**src/rtl/ibex_rf_wipe_pkg.sv**
```systemverilog
// Shared types and constants for the register-file wipe sequencer.
//   rf_wipe_state_e : sequencer state (IDLE / WIPE / DONE)
//   LFSR_TAPS       : Galois feedback mask for the optional wipe-data LFSR
//   RF_ADDR_W       : width of the register-file write address bus
//   num_words()     : architectural register count for RV32I / RV32E
//   lfsr_step()     : one right-shifting Galois LFSR step
package ibex_rf_wipe_pkg;

  typedef enum logic [1:0] {
    IDLE = 2'b00,
    WIPE = 2'b01,
    DONE = 2'b10
  } rf_wipe_state_e;

  localparam logic [31:0] LFSR_TAPS = 32'h8020_0003;
  localparam int unsigned RF_ADDR_W = 5;

  function automatic int unsigned num_words(input bit rv32e);
    return rv32e ? 32'd16 : 32'd32;
  endfunction

  function automatic logic [31:0] lfsr_step(input logic [31:0] s);
    return (s >> 1) ^ (s[0] ? LFSR_TAPS : 32'h0);
  endfunction

endpackage

```
**src/rtl/ibex_rf_wipe_if.sv**
```systemverilog
// Write-port bundle between the core writeback stage, the wipe sequencer
// and the register file.
//   core_waddr/core_wdata/core_we : core writeback request
//   core_wr_stall                 : request not accepted this cycle, hold it
//   rf_waddr/rf_wdata/rf_we       : register-file write port
// master : core / environment side, slave : wipe sequencer side.
interface ibex_rf_wipe_if #(
  parameter int unsigned DataWidth = 32
);
  logic [4:0]           core_waddr;
  logic [DataWidth-1:0] core_wdata;
  logic                 core_we;
  logic                 core_wr_stall;
  logic [4:0]           rf_waddr;
  logic [DataWidth-1:0] rf_wdata;
  logic                 rf_we;

  modport master (
    output core_waddr, core_wdata, core_we,
    input  core_wr_stall, rf_waddr, rf_wdata, rf_we
  );

  modport slave (
    input  core_waddr, core_wdata, core_we,
    output core_wr_stall, rf_waddr, rf_wdata, rf_we
  );
endinterface

```
**src/rtl/ibex_rf_wipe_lfsr.sv**
```systemverilog
// 32-bit Galois LFSR producing pseudo-random wipe data.
//   clk_i, rst_ni : clock, asynchronous active-low reset (state -> Seed)
//   en_i          : advance one step this cycle
//   state_o       : current LFSR state
module ibex_rf_wipe_lfsr
  import ibex_rf_wipe_pkg::*;
#(
  parameter logic [31:0] Seed = 32'h8BAD_F00D
) (
  input  logic        clk_i,
  input  logic        rst_ni,
  input  logic        en_i,
  output logic [31:0] state_o
);

  logic [31:0] lfsr_q;

  always_ff @(posedge clk_i or negedge rst_ni) begin
    if (!rst_ni)   lfsr_q <= Seed;
    else if (en_i) lfsr_q <= lfsr_step(lfsr_q);
  end

  assign state_o = lfsr_q;

endmodule

```
**src/rtl/ibex_rf_wipe_ctrl.sv**
```systemverilog
// Write-port sequencer in front of the flip-flop register file. Passes core
// writeback through, and on request (or after reset) overwrites x1..xN-1
// with wipe data while stalling core writes.
//   clk_i, rst_ni : clock, asynchronous active-low reset
//   wipe_req_i    : start a wipe when sampled high in IDLE or DONE
//   wipe_busy_o   : high while wiping
//   wipe_done_o   : one-cycle pulse after the last wipe write
//   bus (slave)   : core writeback in, stall out, register-file write out
// Build option: define IBEX_RF_WIPE_LFSR_EN to source wipe data from an LFSR
// seeded with LfsrSeed; otherwise every wipe write uses WipeVal.
module ibex_rf_wipe_ctrl
  import ibex_rf_wipe_pkg::*;
#(
  parameter bit                   RV32E       = 1'b0,
  parameter int unsigned          DataWidth   = 32,
  parameter bit                   WipeOnReset = 1'b1,
  parameter logic [DataWidth-1:0] WipeVal     = '0,
  parameter logic [31:0]          LfsrSeed    = 32'h8BAD_F00D
) (
  input  logic clk_i,
  input  logic rst_ni,
  input  logic wipe_req_i,
  output logic wipe_busy_o,
  output logic wipe_done_o,
  ibex_rf_wipe_if.slave bus
);

  localparam int unsigned    NumWords   = num_words(RV32E);
  localparam int unsigned    AddrWidth  = RV32E ? 4 : 5;
  localparam rf_wipe_state_e ResetState = WipeOnReset ? WIPE : IDLE;
  localparam logic [AddrWidth-1:0] FirstAddr = AddrWidth'(1);
  localparam logic [AddrWidth-1:0] LastAddr  = AddrWidth'(NumWords - 1);

  rf_wipe_state_e       state_q, state_d;
  logic [AddrWidth-1:0] cnt_q, cnt_d;
  logic [DataWidth-1:0] wipe_data;

`ifdef IBEX_RF_WIPE_LFSR_EN
  logic [31:0] lfsr_state;

  // Advances only while wiping so each register gets the next value and
  // consecutive wipes continue the sequence.
  ibex_rf_wipe_lfsr #(
    .Seed(LfsrSeed)
  ) u_lfsr (
    .clk_i  (clk_i),
    .rst_ni (rst_ni),
    .en_i   (state_q == WIPE),
    .state_o(lfsr_state)
  );

  assign wipe_data = DataWidth'(lfsr_state);

  logic unused_wipe_val;
  assign unused_wipe_val = ^WipeVal;
`else
  assign wipe_data = WipeVal;

  logic unused_lfsr_seed;
  assign unused_lfsr_seed = ^LfsrSeed;
`endif

  always_ff @(posedge clk_i or negedge rst_ni) begin
    if (!rst_ni) begin
      state_q <= ResetState;
      cnt_q   <= FirstAddr;
    end else begin
      state_q <= state_d;
      cnt_q   <= cnt_d;
    end
  end

  always_comb begin
    state_d           = state_q;
    cnt_d             = cnt_q;
    bus.rf_we         = bus.core_we;
    bus.rf_waddr      = bus.core_waddr;
    bus.rf_wdata      = bus.core_wdata;
    bus.core_wr_stall = 1'b0;
    wipe_busy_o       = 1'b0;
    wipe_done_o       = 1'b0;

    unique case (state_q)
      IDLE: begin
        // Core write in the request cycle still goes through.
        if (wipe_req_i) state_d = WIPE;
      end
      WIPE: begin
        bus.rf_we         = 1'b1;
        bus.rf_waddr      = RF_ADDR_W'(cnt_q);
        bus.rf_wdata      = wipe_data;
        bus.core_wr_stall = bus.core_we;
        wipe_busy_o       = 1'b1;
        // Requests during a wipe are dropped, not queued.
        if (cnt_q == LastAddr) begin
          cnt_d   = FirstAddr;
          state_d = DONE;
        end else begin
          cnt_d = cnt_q + AddrWidth'(1);
        end
      end
      DONE: begin
        wipe_done_o = 1'b1;
        state_d     = wipe_req_i ? WIPE : IDLE;
      end
      default: state_d = IDLE;
    endcase
  end

endmodule
```
**src/flat_wrapper.sv**
```systemverilog
// flat-port wrapper written by rule: the top's interface ports become plain ports
module ibex_rf_wipe_ctrl_flat import ibex_rf_wipe_pkg::*;
#(
  parameter bit                   RV32E       = 1'b0,
  parameter int unsigned          DataWidth   = 32,
  parameter bit                   WipeOnReset = 1'b1,
  parameter logic [DataWidth-1:0] WipeVal     = '0,
  parameter logic [31:0]          LfsrSeed    = 32'h8BAD_F00D
)
  (clk_i, rst_ni, wipe_req_i, wipe_busy_o, wipe_done_o, bus_core_waddr, bus_core_wdata, bus_core_we, bus_core_wr_stall, bus_rf_waddr, bus_rf_wdata, bus_rf_we);
  ibex_rf_wipe_if #(.DataWidth(DataWidth)) bus_i ();
  input  logic clk_i;
  input  logic rst_ni;
  input  logic wipe_req_i;
  output logic wipe_busy_o;
  output logic wipe_done_o;
  input wire logic [$bits(bus_i.core_waddr)-1:0] bus_core_waddr;
  input wire logic [$bits(bus_i.core_wdata)-1:0] bus_core_wdata;
  input wire logic [$bits(bus_i.core_we)-1:0] bus_core_we;
  output wire logic [$bits(bus_i.core_wr_stall)-1:0] bus_core_wr_stall;
  output wire logic [$bits(bus_i.rf_waddr)-1:0] bus_rf_waddr;
  output wire logic [$bits(bus_i.rf_wdata)-1:0] bus_rf_wdata;
  output wire logic [$bits(bus_i.rf_we)-1:0] bus_rf_we;
  assign bus_i.core_waddr = bus_core_waddr;
  assign bus_i.core_wdata = bus_core_wdata;
  assign bus_i.core_we = bus_core_we;
  assign bus_core_wr_stall = bus_i.core_wr_stall;
  assign bus_rf_waddr = bus_i.rf_waddr;
  assign bus_rf_wdata = bus_i.rf_wdata;
  assign bus_rf_we = bus_i.rf_we;
  ibex_rf_wipe_ctrl #(.RV32E(RV32E), .DataWidth(DataWidth), .WipeOnReset(WipeOnReset), .WipeVal(WipeVal), .LfsrSeed(LfsrSeed)) u_core (.clk_i(clk_i), .rst_ni(rst_ni), .wipe_req_i(wipe_req_i), .wipe_busy_o(wipe_busy_o), .wipe_done_o(wipe_done_o), .bus(bus_i));
endmodule
```
**config.mk**
```make
export PLATFORM = sky130hd
export DESIGN_NAME = ibex_rf_wipe_ctrl_flat
export DESIGN_NICKNAME = d
export VERILOG_FILES = /design/src/rtl/ibex_rf_wipe_pkg.sv /design/src/rtl/ibex_rf_wipe_if.sv /design/src/rtl/ibex_rf_wipe_lfsr.sv /design/src/rtl/ibex_rf_wipe_ctrl.sv /design/src/flat_wrapper.sv
export SDC_FILE = /design/constraint.sdc
export NUM_CORES = 1
export LEC_CHECK = 0
export ABC_AREA = 1
export ABC_CLOCK_PERIOD_IN_PS = 3600
export CAP_MARGIN = 20
export CORE_AREA = 4 4 41 43
export DETAILED_ROUTE_END_ITERATION = 12
export DIE_AREA = 0 0 45 47
export DONT_BUFFER_PORTS = 1
export MAX_ROUTING_LAYER = met4
export PLACE_DENSITY = 0.77
export SLEW_MARGIN = 40
export SYNTH_ARGS = -nofsm -noshare
export SYNTH_HDL_FRONTEND = slang
export SYNTH_SLANG_ARGS = --single-unit
```
**constraint.sdc**
```tcl
create_clock -name clk_i -period 3.6 [get_ports clk_i]
set_clock_uncertainty 0.05 [all_clocks]
set_input_delay 0.72 -clock clk_i [delete_from_list [all_inputs] [get_ports clk_i]]
set_output_delay 0.72 -clock clk_i [all_outputs]
set_load 0.03 [all_outputs]
```
; ---- After elaboration in Yosys (flattened, before gate mapping)
; Cells that the tools add are included.
[totals]
regBits = 7
latchBits = 0
ramBits = 0
romBits = 0
in_bits = 41
word_cells = 21
memories = 0
[op_classes]
addsub = 1
mul = 0
div_mod_pow = 0
n_lt_le_gt_ge = 0
n_eq_ne = 5
shift = 0
muxes = 11
bitwise = 0
n_reduce_logical = 2
[ops]
columns = op, count
row1 = 2-to-1 mux 32 bit, 1
row2 = 2-to-1 mux 5 bit, 2
row3 = case mux 2 bit (3 select lines), 1
row4 = "adder 5 x 1 -> 5 bit, second input constant", 1
row5 = "equality test 5 bit, second input constant", 1
row6 = 2-to-1 mux 1 bit, 5
row7 = 2-to-1 mux 2 bit, 2
row8 = "equality test 2 x 1 -> 1 bit, second input constant", 1
row9 = "equality test 2 bit, second input constant", 1
row10 = zero test 2 bit, 1
row11 = "inequality test 2 x 1 -> 1 bit, second input constant", 1
row12 = "inequality test 2 bit, second input constant", 1
row13 = AND reduction 2 bit, 1

; ---- Longest topological paths before layout
; Gate-level depths: netlist of run 1.
[logic_depth]
word_depth = 3
ltp_mapped = 7

; ---- Worst setup path after synthesis of run 1
; Ideal clock, no wire load.
[synth_path]
path_kind = register to output
start = register u_core.state_q[0]
end = output port bus_rf_waddr[1]
arrival_ns = 1.467
setup_slack_ns = 1.363
path_stages_with_launch = 4
cell_sequence = dfstp_2 -> nand2_1 -> buf_2 -> o21ai_0
[synth_via]
elab_chain_cells = 2
[synth_rtl]
columns = element, line
row1 = from (decl), ibex_rf_wipe_ctrl.sv:34  ; rf_wipe_state_e state_q, state_d;
row2 = from (signal assigned), ibex_rf_wipe_ctrl.sv:65  ; state_q <= ResetState;
row3 = from (signal assigned), ibex_rf_wipe_ctrl.sv:68  ; state_q <= state_d;
row4 = equality test 2 x 1 -> 1 bit, ibex_rf_wipe_ctrl.sv:83  ; unique case (state_q)
row5 = 2-to-1 mux 5 bit, ibex_rf_wipe_ctrl.sv:83
row6 = to (decl), flat_wrapper.sv:21  ; output wire logic [$bits(bus_i.rf_waddr)-1:0] bus_rf_waddr;
; Every way passes these cells.

; ---- Final worst setup path of run 1
[layout_path]
start = register u_core.state_q[0]
end = output port bus_rf_wdata[22]
[layout_via]
elab_chain_cells = 2
[layout_rtl]
columns = element, line
row1 = equality test 2 x 1 -> 1 bit, ibex_rf_wipe_ctrl.sv:83
row2 = 2-to-1 mux 32 bit, ibex_rf_wipe_ctrl.sv:83
row3 = to (decl), flat_wrapper.sv:22  ; output wire logic [$bits(bus_i.rf_wdata)-1:0] bus_rf_wdata;
; Every way passes these cells.

==> results by group, run 1 <==
Power
  – Gate power share: 72.3%
  – Net Switching: 0.541 mW
  – VDD IR max: 559 µV
  – PD cells: 1150 mW/mm²
  – Internal power: 0.257 mW
  – Flop pwr share: 18.6%
  – Total Power: 0.798 mW
  – LEAKAGE: 0.488 nW
  – Clock share of power: 9.1%
  – Net Sw Frac: 67.8%

Clocking
  – Reg clk slew, reported paths: 0.06 ns
  – Clock sink count: 7
  – CTS max path bufs: 2
  – Post-CTS sizing: 0
  – Cts bufs inserted: 3
  – Cts hold-fix bufs: 0
  – CTS root buf: clkbuf_4
  – H-tree depth: 1
  – Skew-Pair Late Insertion Delay: 0.25 ns
  – CTS tree: done
  – Post-CTS Setup Repair Bufs: 0

Cells and area
  – Area of the multi-input gates: 313 µm²
  – # nets final: 168
  – Finished Core Util: 53.3%
  – Register area: 178 µm²
  – Area Growth Syn to Fin: 3.17%
  – N_diodes: 0
  – Share of cells above drive strength 1: 6.45%
  – FILL cells: 140

Global route
  – Largest net degree at the start of global routing: 32
  – First-pass GRT wire length: 1950 µm
  – Vias in the first global route: 495
  – GR Overflow Total: 0
  – Initial antenna violation count: 0
  – GRT Total Usage: 13.3%

STA
  – Final Slew Violations: 0
  – Fin crit share: 71.9%
  – Final hold vios: 0
  – FMAX: 0.387 GHz
  – Slew margin rel.: 59.7%
  – # setup viols final: 0
  – Worst slew pin tran: 0.600 ns
  – RSZ-0062 raised after global routing: false
  – Minimum clock period: 2.59 ns
  – TNS Setup: 0 ns

Detailed routing
  – DRC viols: 0
  – Antenna-violating nets left: 0
  – Detailed Route WL: 1600 µm
  – Via count: 669
  – DRT Pass-1 Iters: 4
  – Routed len/inst: 11.5 µm
  – Via density: 4.81
  – Initial DRC count: 13

Yosys
  – Post-synthesis sequential area ratio: 26.4%
  – Distinct cells, synth: 15
  – Number of synthesized register bits: 7
  – Yosys warns: 0
  – Mapped Avg Cell Area: 5.42 µm²
  – Synth Instances: 124
  – Synth Net Count: 167
  – Post-Syn Area: 672 µm²

Die
  – Full die area: 0.00212 mm²
  – Die X: 45 µm
  – Row Count: 13
  – Num ports: 82
  – CORE AREA: 0.00130 mm²
  – Initial Utilization: 51.6%
  – Die H: 47 µm

Place
  – Routability cong.: 0.840
  – IO buf count: 0
  – Final HPWL DP: 1310 µm

Critical path
  – Worst R2R Start: u_core.state_q[0]$_DFFE_PN1P_
  – CP arrival: 1.82 ns
  – Worst R2R End: u_core.cnt_q[2]$_DFFE_PN0P_
  – Worst Path Required: 2.83 ns
  – Crit start category: flop
  – Reg2Reg Setup Slack: 1.99 ns
  – Crit path max fanout: 31
  – Setup CP Type: reg2out
  – R2R depth: 5
  – Setup crit end kind: output pin

Flow run
  – Max Cap Viol: 0

Outcome
  – Status: completed

Min path
  – HP Class: in2async
-- registers in the layout, indices dropped and copies added (netlist names) --
name and cells:
u_core.cnt_q 5, u_core.state_q 2
-- how the worst max path moves through the flow --
stage / depth (start not counted) / endpoint / start / slack [ns]
2_1_floorplan: 3 / bus_rf_waddr[1] / u_core.state_q[0]$_DFFE_PN1P_ / 1.36
3_3_place_gp: 2 / bus_rf_waddr[1] / u_core.state_q[0]$_DFFE_PN1P_ / 1.27
3_5_place_dp: 4 / bus_rf_wdata[22] / u_core.state_q[0]$_DFFE_PN1P_ / 1.26
4_1_cts: 4 / bus_rf_wdata[22] / u_core.state_q[0]$_DFFE_PN1P_ / 0.98
5_1_grt: 4 / bus_rf_wdata[1] / u_core.state_q[0]$_DFFE_PN1P_ / 0.86
6_report: 4 / bus_rf_wdata[22] / u_core.state_q[0]$_DFFE_PN1P_ / 1.01
-- Yosys cell counts, drive strengths merged --
cell type,count,share of area [%]
a21oi,1,0.74
nand3,1,0.74
inv,40,22
nor2,39,23
ha,2,3.7
dfrtp,5,19
o21ai,7,5.2
nand2,20,11
dfstp,2,7.8
buf,5,4.7
o21a,1,1.1
or2,1,0.93
-- power groups by stage --
stage / registers [mW] / logic, mW / clock network, mW
floorplan: 0.144 / 0.548 / 0
global placement: 0.147 / 0.568 / 0
detailed placement: 0.149 / 0.582 / 0
CTS: 0.148 / 0.583 / 0.0746
global route: 0.154 / 0.623 / 0.0789
finish: 0.148 / 0.577 / 0.0728
-- layout by cell type, fill, tap and decap left out --
cell and count:
inv_1 39, nor2_1 38, nand2_1 20, dfrtp_1 5, o21ai_0 4, o21ai_1 3
clkbuf_4 3, ha_1 2, dfstp_2 2, inv_2 1, nor2_4 1, or2_1 1
o21a_1 1, a21oi_1 1, nand3_1 1, clkbuf_1 1, buf_4 1
-- logic make-up after synthesis --
kind of cell / synth area share [%]
simple gates: 35.8
buf+inv: 27.0
compound gates: 7.08
flops: 26.4
fa+ha+maj: 3.72
-- metrics by stage --
stage / area (µm²) / hold slack (ns) / instances / worst slack, ns
finish: 693 / 0.106 / 139 / 1.01
global placement: 667 / 0.375 / 135 / 1.27
CTS: 693 / 0.103 / 139 / 0.980
floorplan: 672 / 0.374 / 124 / 1.36
detailed placement: 667 / 0.375 / 135 / 1.26
global route: 693 / 0.0963 / 139 / 0.861
-- area by class of cell --
cell class	count	area share [%]
timing repair buffer	1	1.08
clock buffer	4	3.79
multi-input combinational	72	45.1
sequential	7	25.6
tap	15	2.71
inverter	40	21.7
-- metal layers --
metal	up-vias	GRT usage [%]	share of wire, %
met5	-	-	0
met4	0	8.77	2.3
met3	7	1.53	13
met2	48	26.0	52
met1	273	11.7	33
li1	341	-	-
-- worst max-delay path, cell delays in order, from the launching register on --
cell and delay [ns]:
dfstp_2 0.54, inv_2 0.05, nor2_4 0.46, buf_4 0.33, nor2_1 0.18
No activity file was read; power rests on OpenSTA's default activity.
==> run 2, diff against run 1 <==
--- a/config.mk
+++ b/config.mk
@@ -6,14 +6,14 @@
 export NUM_CORES = 1
 export LEC_CHECK = 0
 export ABC_AREA = 1
-export ABC_CLOCK_PERIOD_IN_PS = 3600
+export ABC_CLOCK_PERIOD_IN_PS = 2200
 export CAP_MARGIN = 20
 export CORE_AREA = 4 4 41 43
 export DETAILED_ROUTE_END_ITERATION = 12
 export DIE_AREA = 0 0 45 47
 export DONT_BUFFER_PORTS = 1
 export MAX_ROUTING_LAYER = met4
-export PLACE_DENSITY = 0.77
+export PLACE_DENSITY = 0.8
 export SLEW_MARGIN = 40
 export SYNTH_ARGS = -nofsm -noshare
 export SYNTH_HDL_FRONTEND = slang
==> constraint.sdc (replaced) <==
create_clock -name clk_i -period 2.2 [get_ports clk_i]
set_clock_uncertainty 0.05 [all_clocks]
set_input_delay 0.44 -clock clk_i [delete_from_list [all_inputs] [get_ports clk_i]]
set_output_delay 0.44 -clock clk_i [all_outputs]
set_load 0.03 [all_outputs]
==> results by group, run 2 (same netlist as run 1, synthesis figures left out) <==
Detailed routing
  – DRT Pass-1 Iters: 4
  – Via density: 4.46
  – Antenna-violating nets left: 0
  – DRC viols: 0
  – Routed len/inst: 11.1 µm
  – Detailed Route WL: 1970 µm
  – Initial DRC count: 12
  – Via count: 789

STA
  – # setup viols final: 0
  – Slew margin rel.: 61.2%
  – Final hold vios: 0
  – Worst slew pin tran: 0.581 ns
  – RSZ-0062 raised after global routing: false
  – Fin crit share: 92.4%
  – TNS Setup: 0 ns
  – Fin Hold WS: 0.268 ns
  – Final Slew Violations: 0
  – Minimum clock period: 2.03 ns
  – FMAX: 0.492 GHz

Cells and area
  – FILL cells: 100
  – Largest register by flop count: u_core.cnt_q
  – Commonest non-fill, non-tap cell in the layout: inv_1
  – Top flop regs: u_core.cnt_q x5, u_core.state_q x2
  – Non-filler cells, final: 177
  – # nets final: 206
  – Max reg flops: 5
  – Most frequent cells in the layout: inv_1, nor2_1, buf_4
  – N_diodes: 0
  – Share of cells above drive strength 1: 27.8%
  – Area Growth Syn to Fin: 47.9%

Die
  – Full die area: 0.00212 mm²
  – Num ports: 82
  – Row Count: 13
  – Die H: 47 µm
  – Die X: 45 µm
  – CORE AREA: 0.00130 mm²
  – Initial Utilization: 51.6%

Clocking
  – H-tree depth: 1
  – CTS max path bufs: 2
  – Cts bufs inserted: 3
  – Cts hold-fix bufs: 1
  – Clock sink count: 7
  – Post-CTS Setup Repair Bufs: 0
  – CTS root buf: clkbuf_4
  – Post-CTS sizing: 0
  – Skew-Pair Late Insertion Delay: 0.25 ns
  – CTS tree: done
  – Reg clk slew, reported paths: 0.05 ns

Critical path
  – Setup crit end kind: output pin
  – Critical path, cell by cell: nand2_1 -> or2_1 -> o21a_1
  – Worst R2R Start: u_core.cnt_q[0]$_DFFE_PN1P_
  – Crit path max fanout: 14
  – Crit start category: flop
  – Reg2Reg Setup Slack: 0.73 ns
  – Worst R2R End: u_core.cnt_q[2]$_DFFE_PN0P_
  – Worst Path Required: 1.71 ns
  – CP arrival: 1.54 ns
  – Crit path max-delay cell type: dfstp_2
  – Setup CP Type: reg2out
  – R2R depth: 7
  – Slowest stage delay, CP: 0.54 ns

Global route
  – GRT Total Usage: 17.7%
  – First-pass GRT wire length: 2740 µm
  – GR Overflow Total: 0
  – Largest net degree at the start of global routing: 28
  – Vias in the first global route: 658
  – Initial antenna violation count: 0

Power
  – LEAKAGE: 0.692 nW
  – PD cells: 1640 mW/mm²
  – VDD IR max: 1030 µV

Min path
  – Min-delay src: wipe_req_i
  – HP Class: in2reg
  – WHS Path Cells: 2
  – Worst Hold End: u_core.state_q[0]$_DFFE_PN1P_

Place
  – IO buf count: 0
  – Routability cong.: 0.832
  – Dpl cells: 172
  – Final HPWL DP: 1680 µm

Flow run
  – Max Cap Viol: 0

Outcome
  – Status: completed
==> run 2: cell count changes in the layout (fill, tap and decap cells not counted), sizes merged <==
cell and delta:
buf +37, dlygate4sd3 +1
==> run 2: cell type report <==
type / instances / area (µm²) / share of cell area, %
Clock buffer: 4 / 26.3 / 2.64
Multi-Input combinational cell: 72 / 313 / 31.5
Tap cell: 15 / 18.8 / 1.89
Inverter: 40 / 150 / 15.1
Sequential cell: 7 / 178 / 17.9
Timing Repair Buffer: 39 / 308 / 31.0
==> run 2: worst max-delay path by stage <==
stage,start,to,slack [ns],cells after the start
4_1_cts,u_core.state_q[0]$_DFFE_PN1P_,bus_rf_waddr[0],0.15,3
3_5_place_dp,u_core.state_q[0]$_DFFE_PN1P_,bus_rf_waddr[0],0.42,3
5_1_grt,u_core.state_q[0]$_DFFE_PN1P_,bus_rf_waddr[0],0.05,3
2_1_floorplan,u_core.state_q[0]$_DFFE_PN1P_,bus_rf_waddr[1],0.24,3
3_3_place_gp,u_core.state_q[0]$_DFFE_PN1P_,bus_rf_waddr[0],0.46,3
6_report,u_core.state_q[0]$_DFFE_PN1P_,bus_rf_waddr[0],0.17,3
==> run 2: worst max-delay path: cells and delay by family (launching register included) <==
family	cells	cell delay [ns]
and+or+nand+nor	2	0.54
DFF	1	0.54
AOI/OAI and AO/OA	1	0.21
==> run 2: routing by layer <==
layer | vias up | GRT usage [%] | routed length, µm
met4 | 0 | 3.51 | 17
met5 | - | - | 0
met2 | 46 | 34.7 | 1100
met1 | 321 | 17.7 | 633
met3 | 4 | 3.83 | 215
li1 | 418 | - | -
==> run 2: where the power goes <==
group | switching (mW) | leakage (nW) | internal, mW
combinational | 0.852 | 0.595 | 0.415
clock | 0.0475 | 0.0150 | 0.0692
sequential | 0.0464 | 0.0823 | 0.201
==> run 2: stage by stage <==
stage | power (mW) | util [%] | instance area (µm²) | setup slack (ns)
finish | 1.63 | 76.3 | 993 | 0.167
CTS | 1.64 | 76.3 | 993 | 0.151
global route | 1.75 | 76.3 | 993 | 0.0520
global placement | 1.49 | 73.6 | 957 | 0.457
detailed placement | 1.52 | 73.6 | 957 | 0.421
floorplan | 1.13 | - | 672 | 0.243
